File: src/rtl/obstacle_sched.sv
// obstacle_sched: owns the 15-entry obstacle table for the snake playfield.
// Each apple pickup steps a divider. A placement is due on pickups 1, 5, 9, ...
// and runs only if the quota allows it. Each placement draws a random cell,
// scans the snake body one segment per cycle, checks how close the cell is to
// existing obstacles, and then commits the cell or draws again.
// The renderer's "is obstacle" lookup is answered combinationally.
module obstacle_sched #(
  parameter int MAX_LENGTH = 50,
  parameter int MAX_OBS    = 15,
  parameter int MAX_TRIES  = 8
) (
  input  logic       clk,
  input  logic       s_reset,
  input  logic       obstacleFlag,
  input  logic       goodColl,
  input  logic [3:0] randX,
  input  logic [3:0] randY,
  input  logic [7:0] curr_length,
  output logic [5:0] body_idx,
  input  logic [7:0] body_seg,
  input  logic [3:0] x,
  input  logic [3:0] y,
  output logic       obstacle,
  output logic [3:0] obstacleCount,
  output logic       busy,
  output logic       placed,
  output logic       fail
);

  localparam int TW = (MAX_TRIES > 1) ? $clog2(MAX_TRIES) : 1;

  typedef enum logic [1:0] {
    S_IDLE   = 2'd0,
    S_DRAW   = 2'd1,
    S_SCAN   = 2'd2,
    S_DECIDE = 2'd3
  } state_t;

  // True when two 4-bit coordinates differ by at most one. The compare is
  // widened to 5 bits so that 15+1 does not wrap around to 0.
  function automatic logic near1(input logic [3:0] a, input logic [3:0] b);
    logic [4:0] ea;
    logic [4:0] eb;
    ea = {1'b0, a};
    eb = {1'b0, b};
    return ((ea + 5'd1) >= eb) && ((eb + 5'd1) >= ea);
  endfunction

  state_t          r_state;
  state_t          w_state_next;
  logic [1:0]      r_div;
  logic            r_pend;
  logic [TW-1:0]   r_tries;
  logic [7:0]      r_cand;
  logic [5:0]      r_n;
  logic [5:0]      r_idx;
  logic            r_obs_bad;
  logic            r_range_bad;
  logic            r_body_bad;
  logic [7:0]      r_tab [MAX_OBS];
  logic [MAX_OBS-1:0] r_valid;
  logic [3:0]      r_count;
  logic            r_placed;
  logic            r_fail;

  logic            w_clr;
  logic            w_due;
  logic            w_quota;
  logic [8:0]      w_cnt_p1;
  logic [8:0]      w_lhs;
  logic [8:0]      w_rhs;
  logic [5:0]      w_len;
  logic            w_obs_bad;
  logic            w_range_bad;
  logic            w_body_hit;
  logic            w_reject;
  logic            w_hit;
  logic            w_start;
  logic            w_commit;
  logic            w_retry;
  logic            w_giveup;

  // Clearing obstacle mode behaves exactly like a reset.
  assign w_clr = s_reset | ~obstacleFlag;
  assign w_due = goodColl & (r_div == 2'd0);

  // Quota check and clamp of the scan length. Both use the live inputs.
  always_comb begin
    w_cnt_p1 = {5'd0, r_count} + 9'd1;
    w_lhs    = w_cnt_p1 + w_cnt_p1;
    w_rhs    = {1'b0, curr_length} + 9'd2;
    w_quota  = (r_count < 4'(MAX_OBS)) && ((curr_length < 8'd3) || (w_lhs < w_rhs));
    if (curr_length == 8'd0) begin
      w_len = 6'd1;
    end else if (curr_length > 8'(MAX_LENGTH)) begin
      w_len = 6'(MAX_LENGTH);
    end else begin
      w_len = curr_length[5:0];
    end
  end

  // Test the fresh candidate against the table and the legal playfield.
  always_comb begin
    w_obs_bad = 1'b0;
    for (int i = 0; i < MAX_OBS; i++) begin
      w_obs_bad = w_obs_bad | (r_valid[i] & near1(r_tab[i][7:4], randX)
                                          & near1(r_tab[i][3:0], randY));
    end
    w_range_bad = (randX < 4'd1) | (randX > 4'd14) | (randY < 4'd1) | (randY > 4'd10);
  end

  // Body hit for the segment now on the read port. The head also blocks its
  // four orthogonal neighbours.
  always_comb begin
    w_body_hit = (body_seg == r_cand);
    if (r_idx == 6'd0) begin
      w_body_hit = w_body_hit
                 | (r_cand == (body_seg + 8'h10)) | (r_cand == (body_seg - 8'h10))
                 | (r_cand == (body_seg + 8'h01)) | (r_cand == (body_seg - 8'h01));
    end else begin
      w_body_hit = w_body_hit;
    end
  end

  assign w_reject = r_range_bad | r_obs_bad | r_body_bad;

  // Renderer lookup: does the cell match any valid table entry?
  always_comb begin
    w_hit = 1'b0;
    for (int i = 0; i < MAX_OBS; i++) begin
      w_hit = w_hit | (r_valid[i] & (r_tab[i] == {x, y}));
    end
  end

  // Next-state logic and the one-cycle control strobes.
  always_comb begin
    w_state_next = r_state;
    w_start      = 1'b0;
    w_commit     = 1'b0;
    w_retry      = 1'b0;
    w_giveup     = 1'b0;
    case (r_state)
      S_IDLE: begin
        if ((w_due | r_pend) & w_quota) begin
          w_state_next = S_DRAW;
          w_start      = 1'b1;
        end else begin
          w_state_next = S_IDLE;
        end
      end
      S_DRAW: begin
        w_state_next = S_SCAN;
      end
      S_SCAN: begin
        if (r_idx == (r_n - 6'd1)) begin
          w_state_next = S_DECIDE;
        end else begin
          w_state_next = S_SCAN;
        end
      end
      S_DECIDE: begin
        if (!w_reject) begin
          w_state_next = S_IDLE;
          w_commit     = 1'b1;
        end else if (r_tries < TW'(MAX_TRIES - 1)) begin
          w_state_next = S_DRAW;
          w_retry      = 1'b1;
        end else begin
          w_state_next = S_IDLE;
          w_giveup     = 1'b1;
        end
      end
      default: begin
        w_state_next = S_IDLE;
      end
    endcase
  end

  // State register.
  always_ff @(posedge clk) begin
    if (w_clr) begin
      r_state <= S_IDLE;
    end else begin
      r_state <= w_state_next;
    end
  end

  // Pickup divider and the single pending-request slot. In IDLE a request is
  // served straight away, so the slot only stays full if a fresh due pickup
  // arrives in the same cycle as the held request.
  always_ff @(posedge clk) begin
    if (w_clr) begin
      r_div  <= 2'd0;
      r_pend <= 1'b0;
    end else begin
      if (goodColl) begin
        r_div <= r_div + 2'd1;
      end
      if (r_state == S_IDLE) begin
        r_pend <= r_pend & w_due;
      end else if (w_due) begin
        r_pend <= 1'b1;
      end
    end
  end

  // Candidate latch and the serial body scan.
  always_ff @(posedge clk) begin
    if (w_clr) begin
      r_cand      <= 8'd0;
      r_n         <= 6'd1;
      r_idx       <= 6'd0;
      r_obs_bad   <= 1'b0;
      r_range_bad <= 1'b0;
      r_body_bad  <= 1'b0;
      r_tries     <= '0;
    end else begin
      case (r_state)
        S_DRAW: begin
          r_cand      <= {randX, randY};
          r_n         <= w_len;
          r_obs_bad   <= w_obs_bad;
          r_range_bad <= w_range_bad;
          r_body_bad  <= 1'b0;
          r_idx       <= 6'd0;
        end
        S_SCAN: begin
          r_body_bad <= r_body_bad | w_body_hit;
          r_idx      <= r_idx + 6'd1;
        end
        default: begin
          r_idx <= r_idx;
        end
      endcase
      if (w_start) begin
        r_tries <= '0;
      end else if (w_retry) begin
        r_tries <= r_tries + TW'(1);
      end
    end
  end

  // Obstacle table: append the committed cell at the slot given by the count.
  always_ff @(posedge clk) begin
    if (w_clr) begin
      r_valid <= '0;
      r_count <= 4'd0;
      for (int i = 0; i < MAX_OBS; i++) begin
        r_tab[i] <= 8'd0;
      end
    end else if (w_commit) begin
      for (int i = 0; i < MAX_OBS; i++) begin
        if (4'(i) == r_count) begin
          r_tab[i]   <= r_cand;
          r_valid[i] <= 1'b1;
        end
      end
      r_count <= r_count + 4'd1;
    end
  end

  // Result pulses. Commit and give-up are mutually exclusive, so at most one
  // pulse fires.
  always_ff @(posedge clk) begin
    if (w_clr) begin
      r_placed <= 1'b0;
      r_fail   <= 1'b0;
    end else begin
      r_placed <= w_commit;
      r_fail   <= w_giveup;
    end
  end

  assign body_idx      = (r_state == S_SCAN) ? r_idx : 6'd0;
  assign busy          = (r_state != S_IDLE);
  assign obstacle      = w_hit;
  assign obstacleCount = r_count;
  assign placed        = r_placed;
  assign fail          = r_fail;

endmodule

File: config.mk
export PLATFORM = sky130hd
export DESIGN_NAME = obstacle_sched
export DESIGN_NICKNAME = d
export VERILOG_FILES = /design/src/rtl/obstacle_sched.sv
export SDC_FILE = /design/constraint.sdc
export NUM_CORES = 1
export LEC_CHECK = 0
export CAP_MARGIN = 10
export CELL_PAD_IN_SITES_DETAIL_PLACEMENT = 1
export CELL_PAD_IN_SITES_GLOBAL_PLACEMENT = 2
export CORE_MARGIN = 4
export CORE_UTILIZATION = 43
export CTS_CLUSTER_DIAMETER = 200
export DETAILED_ROUTE_END_ITERATION = 6
export GPL_ROUTABILITY_DRIVEN = 0
export PLACE_DENSITY_LB_ADDON = 0.1
export SLEW_MARGIN = 5
export SYNTH_ARGS = -nofsm -noshare
export SYNTH_HDL_FRONTEND = slang
export SYNTH_SLANG_ARGS = --single-unit
File: constraint.sdc
create_clock -name clk -period 8.01 [get_ports clk]
set_clock_uncertainty 0.1 [all_clocks]
set_input_delay 1.2015 -clock clk [delete_from_list [all_inputs] [get_ports clk]]
set_output_delay 1.2015 -clock clk [all_outputs]
set_load 0.02 [all_outputs]
==> results by group, run 1 <==
Power
  – Clock group share of total power: 0.355
  – Internal power: 1.63 mW
  – Leak Pwr: 6.94 nW
  – Psw: 0.744 mW
  – Comb power frac: 0.211
  – PwrDens: 145 nW/um^2
  – Seq pwr share: 0.434
  – Design Power: 2.37 mW
  – Net Sw Frac: 0.314
  – Peak VDD IR: 0.124 mV

Detailed routing
  – Initial DRC Count: 734
  – WL/cell: 23.1 um
  – Aggregate routed wire length: 49,000 um
  – Via density: 5.72
  – Routed Antenna Nets: 0
  – DRC: 0
  – Via count: 12,100
  – Pre-antenna DRT Iters: 5

Critical path
  – CP arrival: 4310 ps
  – Worst r2r dst: r_tab[1][33]$_DFFE_PP_
  – Setup crit start kind: input port
  – Crit path depth: 7
  – Internal reg-to-reg setup slack: 4870 ps
  – CP delay by family, top: buffers and inverters
  – Reg-to-Reg Start: r_obs_bad$_SDFFE_PP0N_
  – FF-to-FF path depth: 4
  – CP Class: input port to output port
  – Slowest cell on the critical path: clkdlybuf4s50_1
  – Data required time of the critical path: 6710 ps
  – WP buf/inv: 2
  – CP most frequent cell: clkdlybuf4s50_1
  – Critical path capture point type: output port
  – CP Cell Sequence: clkdlybuf4s50_1 > xnor2_1 > nand3_1 > nor4_1 > nor3_1 > nand4_1 > clkdlybuf4s50_1
  – Crit-path max cell delay: 1010 ps
  – Critical path peak fanout: 15

Run
  – Max-cap check violation count: 0

Die
  – Site Rows: 67
  – Die span in y: 193 um
  – CORE AREA: 33,600 sq um
  – Initial Util: 0.437
  – Top-Level Pins: 50
  – Die Area: 37,200 sq um
  – Die X: 193 um

STA
  – Period utilization: 0.700
  – Final Hold Violating Endpoints: 0
  – Fmax: 0.178 GHz
  – RSZ-0062 raised after global routing: no
  – Post-route minimum period: 5610 ps
  – Worst-margin pin slew: 1230 ps
  – Relative slew slack: 0.172
  – Setup Viol. Count Final: 0
  – Setup TNS: 0 ps
  – Max-slew violation count: 0

Cells and area
  – Non-Filler Instances: 2,118
  – Nets: 1,961
  – Layout cells sized above 1: 0.0491
  – Area grow syn2layout: 11.5%

Clocking
  – Hold Buf Count CTS: 0
  – Post-CTS Resized: 0
  – CTS tree: built
  – Root Driver: clkbuf_16
  – Longest Clk Path Bufs: 2
  – Num CTS Buffers: 17
  – H-tree levels: 4
  – Postcts setup bufs: 0
  – Clk_lat worst skew: 450 ps
  – Clock sinks: 172
  – Reg clk slew, reported paths: 70 ps

Yosys
  – Post-Synthesis Cells: 1,611
  – Yosys warning count: 0
  – Ys async rst share: 0
  – Synth area leaders: edfxtp_1, ha_1, dfxtp_1, xor2_1, xnor2_1
  – Sequential share of the synthesized area: 0.316
  – Ys flop type: edfxtp_1
  – Syn Area/Cell: 9.12 sq um
  – Seq cells post-synth: 172
  – Distinct cell type count after synthesis: 51
  – Area leader, netlist: edfxtp_1
  – Top cell type's share of synthesized area: 0.245
  – Synthesized area: 14,700 sq um
  – Post-synth EDFFs: 120
  – Net Count, Synth: 1,916

Min path
  – Hold worst-path end: r_pend$_SDFFE_PP0P_
  – Hold Path Depth: 2
  – Min-delay src: r_pend$_SDFFE_PP0P_
  – Hold Crit Class: register to register

Global route
  – Pin count of the biggest net entering global routing: 38
  – First-pass GRT wire length: 74,500 um
  – Vias in the first global route: 12,400
  – Tot GR Track Use: 0.268
  – Total gr overflow: 0
  – Initial antenna violation count: 1

Placed design
  – Number of port buffers: 49
  – Dpl hpwl: 35,400 um
  – Dpl cells: 2,085

Run status
  – Status: finished, final reports clean
[power groups by stage]
stage | sequential (mW) | clock, mW | combinational, mW
5_1_grt | 1.03 | 0.890 | 0.570
6_report | 1.03 | 0.842 | 0.500
2_1_floorplan | 1.03 | 0 | 0.335
4_1_cts | 1.03 | 0.853 | 0.504
3_3_place_gp | 1.05 | 0 | 0.471
3_5_place_dp | 1.05 | 0 | 0.499
[worst max path at each step]
stage	from	to	slack [ps]
after global placement	x[1]	obstacle	2390
final	x[1]	obstacle	2400
after floorplan	x[0]	obstacle	3970
after global routing	x[1]	obstacle	2240
after CTS	x[1]	obstacle	2300
after detailed placement	x[1]	obstacle	2320
[cell usage in the layout (no fill, tap or decap), types with 4 or more instances in the layout]
| master | n |
|---|---|
| a31o_2 | 10 |
| nand3_1 | 60 |
| a21oi_1 | 107 |
| and2_1 | 8 |
| nand4_1 | 30 |
| and3_1 | 5 |
| xnor2_1 | 99 |
| nand2_1 | 131 |
| nand2b_1 | 6 |
| a211oi_1 | 18 |
| buf_4 | 29 |
| dfxtp_1 | 52 |
| a41oi_1 | 4 |
| nor2b_1 | 38 |
| nor3_1 | 18 |
| edfxtp_1 | 120 |
| inv_8 | 5 |
| inv_6 | 4 |
| nor4_1 | 28 |
| clkdlybuf4s50_1 | 49 |
| nor2_1 | 125 |
| o21a_1 | 8 |
| or3_1 | 4 |
| inv_1 | 138 |
| clkbuf_16 | 17 |
| a31oi_1 | 30 |
| ha_1 | 269 |
| xor2_1 | 115 |
| o21ai_0 | 75 |
| mux2i_1 | 14 |
| a211o_1 | 10 |
[through the flow]
step / cell area [sq um] / utilization / worst slack, ps / hold slack, ps
finish: 16400 / 0.487 / 2400 / 388
global route: 16400 / 0.487 / 2240 / 415
CTS: 16400 / 0.487 / 2300 / 394
detailed placement: 15800 / 0.470 / 2320 / 378
global placement: 15800 / 0.470 / 2390 / 369
floorplan: 14700 / - / 3970 / 339
[cell type report]
class,instances,area (sq um)
multi-input combinational,1249,9360
fill,3905,17200
antenna,1,2.50
tap,448,561
timing repair buffer,78,708
clock buffer,17,425
inverter,138,518
sequential,172,4640
clock inverter,15,155
[metal layers]
layer	vias to the layer above	track usage	wire (um)
met5	-	0	0
met4	0	0.0724	1280
met3	79	0.0327	2120
met2	267	0.460	23500
met1	5996	0.357	22100
li1	5779	-	-
[cell families (layout without fill, tap and decap cells)]
group | after synthesis | in the layout | share of synthesized area
compound gates | 280 | 280 | 0.112
simple gates | 465 | 465 | 0.149
fa+ha+maj | 269 | 269 | 0.229
buf+inv | 190 | 248 | 0.0491
mux | 15 | 15 | 0.0111
other cells | 0 | 1 | 0
xor+xnor | 220 | 220 | 0.133
flops | 172 | 172 | 0.316
[registers in the layout, indices dropped and copies added (netlist names), 2 cells and up]
| name | flops |
|---|---|
| r_tab | 120 |
| obstacleCount | 4 |
| r_cand | 8 |
| r_idx | 6 |
| r_valid | 15 |
| r_n | 6 |
| r_state | 2 |
| r_tries | 3 |
| r_div | 2 |
[synthesized netlist by cell type (2+ instances only)]
| cell | n |
|---|---|
| nor4_1 | 28 |
| nand3b_1 | 2 |
| xnor2_1 | 101 |
| buf_1 | 4 |
| o21a_1 | 8 |
| xor2_1 | 117 |
| a31o_2 | 10 |
| a31oi_1 | 30 |
| nand4_1 | 30 |
| nor3_1 | 18 |
| nand3_1 | 60 |
| nand2_1 | 131 |
| ha_1 | 269 |
| and3_1 | 5 |
| o21ai_0 | 76 |
| a21oi_1 | 107 |
| nor2b_1 | 39 |
| inv_1 | 138 |
| clkbuf_1 | 47 |
| nor3b_1 | 2 |
| dfxtp_1 | 52 |
| mux2i_1 | 14 |
| a211o_1 | 10 |
| or3_1 | 4 |
| nand2b_1 | 7 |
| edfxtp_1 | 120 |
| a2bb2oi_1 | 2 |
| a211oi_1 | 18 |
| xor3_1 | 2 |
| or2_2 | 2 |
| o22ai_1 | 3 |
| a311oi_1 | 2 |
| a41oi_1 | 4 |
| nor2_1 | 125 |
| and2_1 | 8 |
[worst register-to-register path: cells and delay by family, from the launching register on]
kind	cells	cell delay, ps
DFF	1	380
AOI/OAI and AO/OA	1	980
and+or+nand+nor	3	1300
Power figures use the tool's default switching activity.
==> inputs of run 2 (changes only) <==
- CORE_UTILIZATION: 43 -> 36
- clock period: 8.01 -> 4.6 ns (I/O delays scaled with it)
==> results by group, run 2 (synthesis results as in run 1) <==
STA
  – Max-slew violation count: 0
  – Period utilization: 0.967
  – Final Hold Violating Endpoints: 0
  – RSZ-0062 raised after global routing: no
  – Worst-margin pin slew: 957 ps
  – Setup TNS: 0 ps
  – Fmax: 0.225 GHz
  – Post-route minimum period: 4450 ps
  – Relative slew slack: 0.361
  – Setup Viol. Count Final: 0

Critical path
  – CP Class: input port to output port
  – CP arrival: 3660 ps
  – Critical path capture point type: output port
  – Data required time of the critical path: 3810 ps
  – Setup crit start kind: input port
  – Critical path peak fanout: 9

Cells and area
  – Nets: 1,988
  – Area grow syn2layout: 14.2%
  – Non-Filler Instances: 2,221
  – Leading cell type in the layout, fill and taps excluded: ha_1
  – Largest register FFs: 120
  – Layout cells sized above 1: 0.0637
  – Most flop-heavy register: r_tab
  – ANT cells: 0
  – Largest regs: r_tab x120, r_valid x15, r_cand x8
  – Most frequent cells in the layout: ha_1, inv_1, nand2_1, nor2_1, edfxtp_1

Detailed routing
  – Routed Antenna Nets: 0
  – DRC: 0
  – Via density: 5.41
  – WL/cell: 23.1 um
  – Aggregate routed wire length: 51,300 um
  – Via count: 12,000
  – Pre-antenna DRT Iters: 5
  – Initial DRC Count: 706

Global route
  – Total gr overflow: 0
  – Vias in the first global route: 12,500
  – First-pass GRT wire length: 77,300 um
  – Tot GR Track Use: 0.233
  – Initial antenna violation count: 0
  – Pin count of the biggest net entering global routing: 22

Power
  – Leak Pwr: 7.12 nW
  – PwrDens: 253 nW/um^2
  – Peak VDD IR: 0.271 mV

Clocking
  – H-tree levels: 4
  – Hold Buf Count CTS: 0
  – Post-CTS Resized: 0
  – Reg clk slew, reported paths: 60 ps
  – Longest Clk Path Bufs: 2
  – Clock sinks: 172
  – CTS tree: built
  – Num CTS Buffers: 17
  – Clk_lat worst skew: 460 ps
  – Postcts setup bufs: 0
  – Root Driver: clkbuf_16

Placed design
  – Dpl hpwl: 39,500 um
  – Number of port buffers: 49
  – Dpl cells: 2,189

Min path
  – Hold Crit Class: register to register

Die
  – Die Area: 44,100 sq um
  – Top-Level Pins: 50
  – CORE AREA: 40,000 sq um
  – Initial Util: 0.367
  – Site Rows: 73
  – Die span in y: 210 um
  – Die X: 210 um

Run
  – Max-cap check violation count: 0

Run status
  – Status: finished, final reports clean
## run 2: changes by cell type in the layout (fill, tap and decap cells not counted), moves of 2 or more
cell / delta
buf_12: +7
buf_4: +20
inv_8: -5
clkbuf_16: +2
inv_4: +4
## run 2: critical path, cell delays in order
cell and delay (ps):
clkdlybuf4s50_1 780, buf_4 350, xor2_1 140, nor4_1 630
buf_4 220, nor4_1 40, nand4_1 150, clkdlybuf4s50_1 630
## run 2: report_power, final
group	total [mW]	internal (mW)	switching (mW)
combinational	0.916	0.385	0.531
sequential	1.79	1.70	0.0847
clock	1.53	0.840	0.694
total	4.24	2.93	1.31
## run 2: area by class of cell
type	instances	area, sq um
fill	4633	23200
multi-input combinational	1249	9360
sequential	172	4640
timing repair buffer	105	998
tap	525	657
inverter	138	518
clock buffer	22	500
clock inverter	10	97.6
## run 2: metal layers
metal | GRT usage | routed length (um) | vias up
met5 | 0 | 0 | -
met4 | 0.0718 | 1520 | 0
met3 | 0.0324 | 1400 | 66
met2 | 0.396 | 24500 | 161
met1 | 0.308 | 23800 | 5961
li1 | - | - | 5835
## run 2: through the flow
| stage | worst slack [ps] | util | cell area (sq um) | hold slack, ps | power [mW] |
|---|---|---|---|---|---|
| global placement | 89.7 | 0.404 | 16200 | 367 | 2.71 |
| detailed placement | 57.7 | 0.404 | 16200 | 370 | 2.74 |
| finish | 154 | 0.419 | 16800 | 387 | 4.24 |
| CTS | 43.1 | 0.419 | 16800 | 381 | 4.28 |
| global route | 54.3 | 0.419 | 16800 | 423 | 4.46 |
| floorplan | 1330 | - | 14700 | 339 | 2.37 |
## run 2: final timing paths
kind / start / to / slack (ps) / cells past startpoint
max: y[0] / obstacle / 150 / 8
min: r_valid[6]$_SDFFE_PP0P_ / r_valid[6]$_SDFFE_PP0P_ / 390 / 2
max reg2reg: r_obs_bad$_SDFFE_PP0N_ / r_tab[0][37]$_SDFFCE_PN0P_ / 1470 / 4
min reg2reg: r_valid[6]$_SDFFE_PP0P_ / r_valid[6]$_SDFFE_PP0P_ / 390 / 2
==> inputs of run 3 (changes only) <==
- REMOVE_ABC_BUFFERS: not set -> 1
==> results by group, run 3 (synthesis results as in run 1) <==
Clocking
  – Clock sinks: 172
  – Longest Clk Path Bufs: 2
  – Clk_lat worst skew: 450 ps
  – Post-CTS Resized: 0
  – Num CTS Buffers: 17
  – Hold Buf Count CTS: 0
  – Reg clk slew, reported paths: 70 ps
  – Postcts setup bufs: 0
  – Root Driver: clkbuf_16
  – CTS tree: built
  – H-tree levels: 4

Die
  – Die Area: 44,100 sq um
  – Die span in y: 210 um
  – Die X: 210 um
  – Top-Level Pins: 50
  – CORE AREA: 40,000 sq um
  – Site Rows: 73
  – Initial Util: 0.367

STA
  – Setup Viol. Count Final: 0
  – Relative slew slack: 0.290
  – Max-slew violation count: 0
  – Period utilization: 0.950
  – Hold slack: 380 ps
  – Setup TNS: 0 ps
  – Fmax: 0.229 GHz
  – RSZ-0062 raised after global routing: no
  – Final Hold Violating Endpoints: 0
  – Post-route minimum period: 4370 ps
  – Worst-margin pin slew: 1060 ps

Power
  – Leak Pwr: 7.07 nW
  – Comb power frac: 0.217
  – Internal power: 2.93 mW
  – Design Power: 4.17 mW
  – Clock group share of total power: 0.354
  – PwrDens: 250 nW/um^2
  – Psw: 1.24 mW
  – Seq pwr share: 0.429
  – Peak VDD IR: 0.244 mV
  – Net Sw Frac: 0.298

Detailed routing
  – WL/cell: 22.6 um
  – Via density: 5.39
  – Pre-antenna DRT Iters: 5
  – Routed Antenna Nets: 0
  – Max Used Layer: met4
  – Metal3 WL: 1730 um
  – Met1 wire length: 22,600 um
  – Initial DRC Count: 667
  – Via count: 11,900
  – DRC: 0
  – Met2 routed WL: 24,600 um
  – Aggregate routed wire length: 50,100 um

Global route
  – Tot GR Track Use: 0.229
  – Vias in the first global route: 12,700
  – Initial antenna violation count: 0
  – Total gr overflow: 0
  – First-pass GRT wire length: 76,900 um
  – Pin count of the biggest net entering global routing: 24

Run status
  – Status: finished, final reports clean

Critical path
  – Crit path depth: 8
  – Slowest cell on the critical path: clkdlybuf4s50_1
  – Critical path capture point type: output port
  – CP Cell Sequence: clkdlybuf4s50_1 > buf_4 > xnor2_1 > nand4_1 > nor4_1 > nor4_1 > nand4_1 > clkdlybuf4s50_1
  – Critical path peak fanout: 8
  – Crit-path max cell delay: 900 ps
  – FF-to-FF path depth: 11
  – Setup crit start kind: input port
  – Data required time of the critical path: 3810 ps
  – WP buf/inv: 3
  – CP delay by family, top: buffers and inverters
  – Internal reg-to-reg setup slack: 1540 ps
  – CP Class: input port to output port
  – CP arrival: 3580 ps

Cells and area
  – Final core occ: 0.417
  – Most flop-heavy register: r_tab
  – Largest register FFs: 120
  – Layout cells sized above 1: 0.0585
  – Largest regs: r_tab x120, r_valid x15, r_cand x8
  – Nets: 1,984
  – Leading cell type in the layout, fill and taps excluded: ha_1
  – Most frequent cells in the layout: ha_1, inv_1, nand2_1, nor2_1, edfxtp_1
  – ANT cells: 0
  – Area grow syn2layout: 13.5%

Run
  – Max-cap check violation count: 0

Placed design
  – Number of port buffers: 49
  – Dpl hpwl: 38,500 um

Min path
  – Hold Path Depth: 2
  – Hold Crit Class: register to register
-- run 3: layout make-up --
cell class | instances | area (sq um)
Clock buffer | 18 | 429
Clock inverter | 14 | 153
Fill cell | 4634 | 23300
Inverter | 138 | 518
Multi-Input combinational cell | 1249 | 9360
Sequential cell | 172 | 4640
Tap cell | 525 | 657
Timing Repair Buffer | 101 | 918
-- run 3: final timing paths --
path / start / end
max: x[0] / obstacle
max reg2reg: r_tab[0][0]$_SDFFCE_PN0P_ / r_obs_bad$_SDFFE_PP0N_
min: r_valid[4]$_SDFFE_PP0P_ / r_valid[4]$_SDFFE_PP0P_
min reg2reg: r_valid[4]$_SDFFE_PP0P_ / r_valid[4]$_SDFFE_PP0P_
-- run 3: worst reg2reg max path, delay by kind of cell, from the launching register on --
| kind | cells | cell delay [ps] |
|---|---|---|
| AO/OA/AOI/OAI | 4 | 870 |
| AND/OR/NAND/NOR | 3 | 590 |
| adder cells (fa/ha/maj) | 2 | 570 |
| flip-flops | 1 | 460 |
| buffers and inverters | 1 | 190 |
| XOR/XNOR | 1 | 160 |
-- run 3: power by group through the flow --
stage	Clock [mW]	Sequential, mW	Combinational, mW
after floorplan	0	1.79	0.556
after global placement	0	1.82	0.874
after detailed placement	0	1.82	0.911
after CTS	1.50	1.79	0.917
after global routing	1.56	1.80	1.04
final	1.48	1.79	0.907
-- run 3: metal layers --
layer | vias to the layer above | track usage
li1 | 5821 | -
met1 | 5866 | 0.300
met2 | 197 | 0.402
met3 | 58 | 0.0252
met4 | 0 | 0.0619
met5 | - | 0
-- run 3: metrics by stage --
step                      instances  setup WS (ps)  cell area (sq um)
after floorplan                1559           1330              14500
after global placement         2185            287              16100
after detailed placement       2185            249              16100
after CTS                      2217            241              16700
after global routing           2217           84.6              16700
final                          2217            228              16700
